## config.mk

```make
export PLATFORM = sky130hd
export DESIGN_NAME = swap_ctrl_flat
export DESIGN_NICKNAME = d
export VERILOG_FILES = /design/src/rtl/swap_pkg.sv /design/src/rtl/swap_ctrl_if.sv /design/src/rtl/swap_port_mux.sv /design/src/rtl/swap_ctrl.sv /design/src/flat_wrapper.sv
export SDC_FILE = /design/constraint.sdc
export NUM_CORES = 1
export LEC_CHECK = 0
export CORE_MARGIN = 10
export CORE_UTILIZATION = 34
export DETAILED_ROUTE_END_ITERATION = 12
export PLACE_DENSITY = 0.76
export SYNTH_ARGS = -nofsm -noshare
export SYNTH_HDL_FRONTEND = slang
export SYNTH_SLANG_ARGS = --single-unit
```

## constraint.sdc

```tcl
create_clock -name clk -period 2.3 [get_ports clk]
set_input_delay 0.69 -clock clk [delete_from_list [all_inputs] [get_ports clk]]
set_output_delay 0.69 -clock clk [all_outputs]
set_load 0.02 [all_outputs]
```

## src/rtl/swap_pkg.sv

```systemverilog
// Shared types and sizing constants for the swap controller.
package swap_pkg;

  // Engine sequence: two reads, two writes, back to idle.
  typedef enum logic [2:0] {
    IDLE,
    RD_A,
    RD_B,
    WR_A,
    WR_B
  } state_t;

  localparam int unsigned default_address_width = 7;
  localparam int unsigned default_data_width    = 8;
  localparam int unsigned count_width           = 16;

  // True while the engine owns the register file read port.
  function automatic logic engine_reads(input state_t state);
    return (state == RD_A) || (state == RD_B);
  endfunction

  // True while the engine owns the register file write port.
  function automatic logic engine_writes(input state_t state);
    return (state == WR_A) || (state == WR_B);
  endfunction

endpackage

```

## src/rtl/swap_ctrl_if.sv

```systemverilog
// Host-side bus of the swap controller: swap command handshake plus the
// shared host read and write ports. The host is the master.
interface swap_ctrl_if #(
  parameter int unsigned address_width = 7,
  parameter int unsigned data_width    = 8
);

  logic                     cmd_valid;
  logic                     cmd_ready;
  logic [address_width-1:0] cmd_addr_a;
  logic [address_width-1:0] cmd_addr_b;

  logic                     host_we;
  logic [address_width-1:0] host_addr_w;
  logic [data_width-1:0]    host_data_w;
  logic                     host_wready;

  logic [address_width-1:0] host_addr_r;
  logic [data_width-1:0]    host_data_r;
  logic                     host_rvalid;

  modport master (
    output cmd_valid, cmd_addr_a, cmd_addr_b,
    output host_we, host_addr_w, host_data_w, host_addr_r,
    input  cmd_ready, host_wready, host_data_r, host_rvalid
  );

  modport slave (
    input  cmd_valid, cmd_addr_a, cmd_addr_b,
    input  host_we, host_addr_w, host_data_w, host_addr_r,
    output cmd_ready, host_wready, host_data_r, host_rvalid
  );

endinterface

```

## src/rtl/swap_port_mux.sv

```systemverilog
// Combinational arbitration of the register file ports between the swap
// engine and the host, including the host-write hazard check.
module swap_port_mux
  import swap_pkg::*;
#(
  parameter int unsigned address_width = default_address_width,
  parameter int unsigned data_width    = default_data_width
) (
  input  state_t                   state,
  input  logic [address_width-1:0] addr_a,
  input  logic [address_width-1:0] addr_b,
  input  logic [data_width-1:0]    tmp_a,
  input  logic [data_width-1:0]    tmp_b,
  input  logic                     host_we,
  input  logic [address_width-1:0] host_addr_w,
  input  logic [data_width-1:0]    host_data_w,
  input  logic [address_width-1:0] host_addr_r,
  output logic                     host_wready,
  output logic                     host_rvalid,
  output logic                     rf_we,
  output logic [address_width-1:0] rf_address_w,
  output logic [address_width-1:0] rf_address_r,
  output logic [data_width-1:0]    rf_data_w
);

  logic write_hazard;

  // A host write to either swap location must wait until the swap is done,
  // otherwise the engine would overwrite it with a stale value.
  assign write_hazard = (host_addr_w == addr_a) || (host_addr_w == addr_b);

  // Hand each port to the engine in its own phases, to the host otherwise.
  always_comb begin
    // NOTE: every output gets a default first so no path infers a latch.
    host_wready  = 1'b1;
    host_rvalid  = 1'b1;
    rf_address_r = host_addr_r;
    rf_address_w = host_addr_w;
    rf_data_w    = host_data_w;
    unique case (state)
      RD_A: begin
        rf_address_r = addr_a;
        host_rvalid  = 1'b0;
        host_wready  = !write_hazard;
      end
      RD_B: begin
        rf_address_r = addr_b;
        host_rvalid  = 1'b0;
        host_wready  = !write_hazard;
      end
      WR_A: begin
        host_wready  = 1'b0;
        rf_address_w = addr_a;
        rf_data_w    = tmp_b;
      end
      WR_B: begin
        host_wready  = 1'b0;
        rf_address_w = addr_b;
        rf_data_w    = tmp_a;
      end
      default: ;
    endcase
    rf_we = engine_writes(state) || (host_we && host_wready);
  end

endmodule

```

## src/rtl/swap_ctrl.sv

```systemverilog
// Swap sequencer: accepts an address pair, reads both locations, writes
// them back exchanged, then pulses done and bumps the swap count.
module swap_ctrl
  import swap_pkg::*;
#(
  parameter int unsigned address_width = default_address_width,
  parameter int unsigned data_width    = default_data_width
) (
  input  logic                     clk,
  input  logic                     rst,
  swap_ctrl_if.slave               bus,
  output logic                     rf_we,
  output logic [address_width-1:0] rf_address_w,
  output logic [address_width-1:0] rf_address_r,
  output logic [data_width-1:0]    rf_data_w,
  input  logic [data_width-1:0]    rf_data_r,
  output logic                     busy,
  output logic                     done,
  output logic [count_width-1:0]   swap_count
);

  state_t                   state;
  logic [address_width-1:0] addr_a;
  logic [address_width-1:0] addr_b;
  logic [data_width-1:0]    tmp_a;
  logic [data_width-1:0]    tmp_b;

  assign bus.cmd_ready   = (state == IDLE);
  assign busy            = (state != IDLE);
  assign bus.host_data_r = rf_data_r;

  // Sequence the swap; reset drops straight back to IDLE so no further
  // engine write is issued and done never pulses for an aborted swap.
  always_ff @(posedge clk or posedge rst) begin
    if (rst) begin
      state      <= IDLE;
      addr_a     <= '0;
      addr_b     <= '0;
      tmp_a      <= '0;
      tmp_b      <= '0;
      done       <= 1'b0;
      swap_count <= '0;
    end else begin
      // NOTE: non-blocking assignments so every register sees pre-edge values.
      done <= 1'b0;
      unique case (state)
        IDLE: begin
          if (bus.cmd_valid) begin
            addr_a <= bus.cmd_addr_a;
            addr_b <= bus.cmd_addr_b;
            state  <= RD_A;
          end
        end
        RD_A: begin
          tmp_a <= rf_data_r;
          state <= RD_B;
        end
        RD_B: begin
          tmp_b <= rf_data_r;
          state <= WR_A;
        end
        WR_A: state <= WR_B;
        WR_B: begin
          done       <= 1'b1;
          swap_count <= swap_count + count_width'(1);
          state      <= IDLE;
        end
        default: state <= IDLE;
      endcase
    end
  end

  swap_port_mux #(
    .address_width(address_width),
    .data_width   (data_width)
  ) u_port_mux (
    .state       (state),
    .addr_a      (addr_a),
    .addr_b      (addr_b),
    .tmp_a       (tmp_a),
    .tmp_b       (tmp_b),
    .host_we     (bus.host_we),
    .host_addr_w (bus.host_addr_w),
    .host_data_w (bus.host_data_w),
    .host_addr_r (bus.host_addr_r),
    .host_wready (bus.host_wready),
    .host_rvalid (bus.host_rvalid),
    .rf_we       (rf_we),
    .rf_address_w(rf_address_w),
    .rf_address_r(rf_address_r),
    .rf_data_w   (rf_data_w)
  );

endmodule

```

## src/flat_wrapper.sv

```systemverilog
// flat-port wrapper written by rule: the top's interface ports become plain ports
module swap_ctrl_flat import swap_pkg::*;
#(
  parameter int unsigned address_width = default_address_width,
  parameter int unsigned data_width    = default_data_width
)
  (clk, rst, rf_we, rf_address_w, rf_address_r, rf_data_w, rf_data_r, busy, done, swap_count, bus_cmd_valid, bus_cmd_addr_a, bus_cmd_addr_b, bus_host_we, bus_host_addr_w, bus_host_data_w, bus_host_addr_r, bus_cmd_ready, bus_host_wready, bus_host_data_r, bus_host_rvalid);
  swap_ctrl_if #(.address_width(address_width), .data_width(data_width)) bus_i ();
  input  logic clk;
  input  logic rst;
  output logic rf_we;
  output logic [address_width-1:0] rf_address_w;
  output logic [address_width-1:0] rf_address_r;
  output logic [data_width-1:0] rf_data_w;
  input  logic [data_width-1:0] rf_data_r;
  output logic busy;
  output logic done;
  output logic [count_width-1:0] swap_count;
  input wire logic [$bits(bus_i.cmd_valid)-1:0] bus_cmd_valid;
  input wire logic [$bits(bus_i.cmd_addr_a)-1:0] bus_cmd_addr_a;
  input wire logic [$bits(bus_i.cmd_addr_b)-1:0] bus_cmd_addr_b;
  input wire logic [$bits(bus_i.host_we)-1:0] bus_host_we;
  input wire logic [$bits(bus_i.host_addr_w)-1:0] bus_host_addr_w;
  input wire logic [$bits(bus_i.host_data_w)-1:0] bus_host_data_w;
  input wire logic [$bits(bus_i.host_addr_r)-1:0] bus_host_addr_r;
  output wire logic [$bits(bus_i.cmd_ready)-1:0] bus_cmd_ready;
  output wire logic [$bits(bus_i.host_wready)-1:0] bus_host_wready;
  output wire logic [$bits(bus_i.host_data_r)-1:0] bus_host_data_r;
  output wire logic [$bits(bus_i.host_rvalid)-1:0] bus_host_rvalid;
  assign bus_i.cmd_valid = bus_cmd_valid;
  assign bus_i.cmd_addr_a = bus_cmd_addr_a;
  assign bus_i.cmd_addr_b = bus_cmd_addr_b;
  assign bus_i.host_we = bus_host_we;
  assign bus_i.host_addr_w = bus_host_addr_w;
  assign bus_i.host_data_w = bus_host_data_w;
  assign bus_i.host_addr_r = bus_host_addr_r;
  assign bus_cmd_ready = bus_i.cmd_ready;
  assign bus_host_wready = bus_i.host_wready;
  assign bus_host_data_r = bus_i.host_data_r;
  assign bus_host_rvalid = bus_i.host_rvalid;
  swap_ctrl #(.address_width(address_width), .data_width(data_width)) u_core (.clk(clk), .rst(rst), .bus(bus_i), .rf_we(rf_we), .rf_address_w(rf_address_w), .rf_address_r(rf_address_r), .rf_data_w(rf_data_w), .rf_data_r(rf_data_r), .busy(busy), .done(done), .swap_count(swap_count));
endmodule
```

After elaboration in Yosys (flattened, before gate mapping)
Index checks and enable logic that the tools add are counted.
{ "word_totals": {"regBits": 50, "latch_bits": 0, "ram_bits": 0, "mem_bits_ro": 0, "out_inout_bits": 52, "elab_cells": 33, "n_memories": 0} }
{ "classes": {"addsub": 1, "multipliers": 0, "n_div": 0, "magnitude_cmp": 0, "n_eq_ne": 7, "shift": 0, "n_mux": 8, "n_bitwise": 0, "n_reduce_logical": 10} }
{ "op_table": {"columns": ["op", "n"], "rows": [
  ["$pmux W7 S2", 2],
  ["$add A16 B1 Y16 const B", 1],
  ["$pmux W8 S2", 1],
  ["$eq A7 B7 Y1", 2],
  ["$pmux W3 S4", 1],
  ["$eq A3 B2 Y1 const B", 2],
  ["$reduce_or A2 Y1", 2],
  ["$eq A3 B1 Y1 const B", 1],
  ["$eq A3 B3 Y1 const B", 1],
  ["$logic_not A3 Y1", 1],
  ["$logic_or A1 B1 Y1", 3],
  ["$mux W3", 1],
  ["$reduce_bool A3 Y1", 1],
  ["$mux W1", 2],
  ["$ne A2 B2 Y1 const B", 1],
  ["$pmux W1 S2", 1],
  ["$reduce_and A2 Y1", 1],
  ["$logic_and A1 B1 Y1", 1],
  ["$logic_not A1 Y1", 1]
]} }

Logic depth before layout (Yosys ltp)
{ "depth": {"ltp_word": 6, "mapped_depth": 7, "mapped_depth_nobuf": 5} }

Modules after synthesis
From an unflattened synthesis, not the netlist that was laid out.
{ "unflattened": {"cells_unflattened": 310, "hier_area_um2": 3015.4} }
{ "by_module_without_submodules": {"columns": ["mod", "instances", "cells_per_inst", "area_per_inst_um2"], "rows": [
  ["swap_ctrl", 1, 152, 2099.5],
  ["swap_port_mux", 1, 158, 915.9]
]} }

Worst setup path before layout
Ideal clock, no wire load.
{ "synth_path": {"kind": "reg-to-output", "from": "register u_core.state[1]", "to": "output bus_host_wready", "arrival_time_ns": 1.580, "t_required_ns": 1.610, "slack_ns": 0.030, "stages_incl_launch_ff": 5, "n_path_buf": 1, "path_cell_list": "dfrtp_1 > buf_2 > nor3b_2 > nor2_1 > o21a_1"} }
{ "synth_via": {"elab_chain_len": 3, "word_cells_on_any_way": 7, "cone_classes": "eq/ne (4); mux (1); reduce/logical (2)"} }
{ "synth_rtl": {"columns": ["item", "line", "text"], "rows": [
  ["from (decl)", "swap_ctrl.sv:22", "state_t state;"],
  ["from (signal assigned)", "swap_ctrl.sv:36", "state <= IDLE;"],
  ["from (signal assigned)", "swap_ctrl.sv:51", "state <= RD_A;"],
  ["from (signal assigned)", "swap_ctrl.sv:56", "state <= RD_B;"],
  ["$eq A3 B3 Y1 (tied with other cells)", "swap_port_mux.sv:40", "unique case (state)"],
  ["$reduce_or A2 Y1 (no source line)", null, null],
  ["$pmux W1 S2 *", "swap_port_mux.sv:40", null],
  ["to (decl)", "flat_wrapper.sv:27", "output wire logic [$bits(bus_i.host_wready)-1:0] bus_host_wready;"]
]} }
Mark *: on every way between the ends. The rest lies on a longest branch, timed or not.

Final worst setup path
{ "layout_path": {"from": "input bus_host_addr_w[6]", "to": "output bus_host_wready"} }
{ "layout_via": {"elab_chain_len": 4, "word_cells_on_any_way": 5, "cone_classes": "eq/ne (2); mux (1); reduce/logical (2)"} }
{ "layout_rtl": {"columns": ["item", "line", "text"], "rows": [
  ["from (decl)", "flat_wrapper.sv:23", "input wire logic [$bits(bus_i.host_addr_w)-1:0] bus_host_addr_w;"],
  ["$eq A7 B7 Y1", "swap_port_mux.sv:30", "assign write_hazard = (host_addr_w == addr_a) || (host_addr_w == addr_b);"],
  ["$logic_or A1 B1 Y1 *", "swap_port_mux.sv:30", null],
  ["$logic_not A1 Y1 *", "swap_port_mux.sv:44, swap_port_mux.sv:49", null],
  ["$pmux W1 S2 *", "swap_port_mux.sv:40", null]
]} }
Marks and branches as above.

==> load_flow_metrics.sql <==
INSERT INTO impl_metrics (metric_group, metric, value, unit) VALUES
('synth', 'synth_sequential_area_ratio', '46.7', '%'),
('critical_path', 'timing.rr.start', 'u_core.state[2]', ''),
('clocking', 'clock_buffers_created_by_tritoncts', '5', ''),
('sta', 'timing.final.hold_violations', '0', ''),
('power_and_ir_drop', 'leakagePower', '2.01', 'nW'),
('sta', 'slew_headroom', '62.1', '%'),
('placement', 'gp_congestion', '0.779', ''),
('synth', 'postSynth.asyncResetShare', '100', '%'),
('sta', 'fmaxAchievable', '395', 'MHz'),
('sta', 'worst_slew_pin_slew', '568', 'ps'),
('critical_path', 'endpoint_arrival_time_on_the_critical_path', '1840', 'ps'),
('detailed_routing', 'num_vias', '2410', ''),
('flow_run', 'max_cap_viol_count', '0', ''),
('clocking', 'clock_path_buffers', '2', ''),
('layout', 'fillerInstances', '658', ''),
('layout', 'area.sequential', '1250', 'um^2'),
('sta', 'grt_setup_unrepaired', 'true', ''),
('placement', 'place_ws', '-992', 'ps'),
('clocking', 'clk-insertion-delay-late', '300', 'ps'),
('global_routing', 'first_global_vias', '2569', ''),
('floorplan', 'number_of_cell_rows', '32', ''),
('outcome', 'violations', 'negative setup slack', ''),
('placement', 'port_buffers', '99', ''),
('sta', 'layout_setup_ws', '-231', 'ps'),
('synth', 'mappedNetlistNets', '296', ''),
('synth', 'synth_enable_flop_cells', '0', ''),
('clocking', 'clock_edge_transition_at_the_registers_on_the_reported_setup_and_hold_paths', '80', 'ps'),
('layout', 'area_growth_syn_to_fin', '66.8', '%'),
('detailed_routing', 'route.detailed.drc', '0', ''),
('synth', 'synth.ff_latch_count', '50', ''),
('outcome', 'outcome', 'finished with violations', ''),
('placement', 'post-dp-hpwl', '6150', 'um'),
('layout', 'multi_input_area', '1520', 'um^2'),
('detailed_routing', 'via_per_inst', '4.89', ''),
('synth', 'synth_area_per_cell', '10.8', 'um^2'),
('floorplan', 'core_area', '7690', 'um^2'),
('synth', 'warning_count_from_the_yosys_run', '0', ''),
('critical_path', 'crit_type', 'in -> out', ''),
('global_routing', 'antenna_violations_before_repair', '0', ''),
('clocking', 'cts_tree', 'built', ''),
('synth', 'post_synth_num_cell_types', '34', ''),
('global_routing', 'globalRouteTotalUtil', '13.5', '%'),
('sta', 'largest_clock_skew_in_the_final_design', '14.1', 'ps'),
('clocking', 'cts.sink_count', '50', ''),
('floorplan', 'die_y', '109', 'um'),
('global_routing', 'grt_pass1_wl', '12900', 'um'),
('critical_path', 'worst_setup_path_endpoint', 'bus_host_wready', ''),
('synth', 'syn-cell-area', '2680', 'um^2'),
('critical_path', 'worstPathRequired', '1610', 'ps'),
('floorplan', 'die-area', '11800', 'um^2'),
('power_and_ir_drop', 'vdd_ir_drop_max', '0.746', 'mV'),
('power_and_ir_drop', 'p_per_area', '1260', 'nW/um^2'),
('layout', 'antenna_cells', '0', ''),
('synth', 'synth_top_area_share', '46.7', '%'),
('synth', 'ys_top_cells_by_area', 'sky130_fd_sc_hd__dfrtp_1 47%, sky130_fd_sc_hd__mux2_2 8.8%, sky130_fd_sc_hd__nand2_1 7.1%, sky130_fd_sc_hd__a22oi_1 6.4%, sky130_fd_sc_hd__xor2_1 5.9%', ''),
('critical_path', 'worstSetupStartpoint', 'bus_host_addr_w[6]', ''),
('synth', 'largest_area_contributor_in_the_netlist', 'sky130_fd_sc_hd__dfrtp_1', ''),
('sta', 'final_critical_path_time_including_i_o_delays_and_setup', '2530', 'ps'),
('floorplan', 'initial_core_utilization', '34.8', '%'),
('detailed_routing', 'drt_first_iter_violations', '63', ''),
('sta', 'finalHoldWorstSlack', '484', 'ps'),
('hold_path', 'hp-class', 'reg -> reg', ''),
('layout', 'fraction_of_layout_instances_using_a_drive_strength_above_1', '49.4', '%'),
('sta', 'setup-violations-final', '17', ''),
('critical_path', 'maximum_fanout_along_the_worst_path', '3', ''),
('global_routing', 'grt_start_max_net_pins', '27', ''),
('critical_path', 'critical_path.reg2reg.endpoint', 'u_core.addr_b[5]', ''),
('floorplan', 'die_width', '109', 'um'),
('global_routing', 'grt.overflow.total', '0', ''),
('layout', 'finalCoreUtilization', '58.1', '%'),
('sta', 'finalCritPeriodShare', '110', '%');
[final cells by class]
type,instances,share of cell area [%]
clock buffer,6,1.62
clock inverter,2,0.308
inverter,3,0.252
multi-input combinational,174,33.9
sequential,50,28.1
tap,102,2.86
timing repair buffer,156,32.9
[state kept, by name, indices dropped and copies added, names as in the netlist]
name,count
u_core.tmp_b,8
u_core.addr_b,7
u_core.addr_a,7
u_core.done,1
u_core.swap_count,16
u_core.state,3
u_core.tmp_a,8
[critical path, cell delays in order]
cell                      delay, ps
sky130_fd_sc_hd__buf_6          110
sky130_fd_sc_hd__xor2_2         150
sky130_fd_sc_hd__nor4_2         360
sky130_fd_sc_hd__a22oi_2        160
sky130_fd_sc_hd__o21a_1         230
sky130_fd_sc_hd__buf_6          140
[synth_stat cells, types with 2 or more instances]
library cell	n
sky130_fd_sc_hd__mux2_4	10
sky130_fd_sc_hd__clkbuf_1	2
sky130_fd_sc_hd__buf_2	5
sky130_fd_sc_hd__nand2_1	51
sky130_fd_sc_hd__mux2_2	21
sky130_fd_sc_hd__or2_2	2
sky130_fd_sc_hd__nor3b_2	3
sky130_fd_sc_hd__nand4_1	5
sky130_fd_sc_hd__xnor2_1	11
sky130_fd_sc_hd__inv_1	2
sky130_fd_sc_hd__xor2_1	18
sky130_fd_sc_hd__dfrtp_1	50
sky130_fd_sc_hd__nor3_1	3
sky130_fd_sc_hd__buf_6	2
sky130_fd_sc_hd__nor2_1	8
sky130_fd_sc_hd__buf_4	9
sky130_fd_sc_hd__a22oi_1	23
sky130_fd_sc_hd__and2_1	2
sky130_fd_sc_hd__nor4_1	2
sky130_fd_sc_hd__nand3_1	4
[how the worst min path moves through the flow]
stage                                startpoint  cells past startpoint                    end  slack, ps
after floorplan                 u_core.tmp_a[5]                      1        u_core.tmp_a[5]        480
after CTS                 u_core.swap_count[15]                      1  u_core.swap_count[15]        480
final                     u_core.swap_count[15]                      1  u_core.swap_count[15]        480
after detailed placement  u_core.swap_count[15]                      1  u_core.swap_count[15]        470
after global placement    u_core.swap_count[15]                      1  u_core.swap_count[15]        460
after global routing      u_core.swap_count[14]                      1  u_core.swap_count[14]        530
[where the power goes]
| part | leakage [nW] | internal (mW) | switching [mW] |
|---|---|---|---|
| combinational | 1.35 | 1.88 | 1.73 |
| sequential | 0.620 | 1.22 | 0.299 |
| clock | 0.0452 | 0.215 | 0.284 |
[routing by layer]
layer	vias to the layer above	part of all wire, %	track usage (%)
met2	100	52	23.8
met5	-	0	0
li1	1126	-	-
met3	23	7.0	4.31
met4	0	2.6	4.61
met1	1161	38	14.9
[cells in the final DEF, fill, tap and decap left out, types with 5 or more instances in the layout]
master                            netlist  final
sky130_fd_sc_hd__a22oi_1               23      8
sky130_fd_sc_hd__nand4_1                5      5
sky130_fd_sc_hd__buf_2                  5     10
sky130_fd_sc_hd__mux2_2                21     21
sky130_fd_sc_hd__nor2_1                 8      6
sky130_fd_sc_hd__buf_4                  9     44
sky130_fd_sc_hd__clkbuf_8               0      5
sky130_fd_sc_hd__xnor2_1               11     11
sky130_fd_sc_hd__nand2_4                0      8
sky130_fd_sc_hd__nand2_2                0     19
sky130_fd_sc_hd__dfrtp_1               50     47
sky130_fd_sc_hd__a22oi_2                0     15
sky130_fd_sc_hd__clkdlybuf4s50_1        0     57
sky130_fd_sc_hd__xor2_1                18     15
sky130_fd_sc_hd__nand2_1               51     24
sky130_fd_sc_hd__buf_6                  2     30
sky130_fd_sc_hd__mux2_4                10     10
sky130_fd_sc_hd__dlygate4sd2_1          0      8
[stage by stage]
step	TNS, ps	total power, mW	std cells	area [um^2]
6_report	-1690	5.62	493	4470
5_1_grt	-3220	5.97	493	4470
4_1_cts	-1620	5.09	481	4150
3_5_place_dp	-9630	4.55	469	3980
3_3_place_gp	-9520	4.48	469	3980
2_1_floorplan	0	3.14	247	2680
[cells by family after synthesis]
kind of cell / Yosys count / share of synthesized area [%]
and+or+nand+nor: 86 / 15.6
DFF: 50 / 46.7
muxes: 31 / 14.4
xor gates and xnor gates: 29 / 9.48
AOI/OAI and AO/OA: 27 / 7.38
buffers and inverters: 23 / 5.88
adders and majority gates: 1 / 0.467
[repair_timing]
action	4_1_cts	5_1_grt
buffers inserted	4	12
hold buffers	0	0
pin swaps	17	17
endpoints found under the setup margin	35	26
resized for setup	167	91
cloned	0	1
Power figures use the tool's default switching activity.
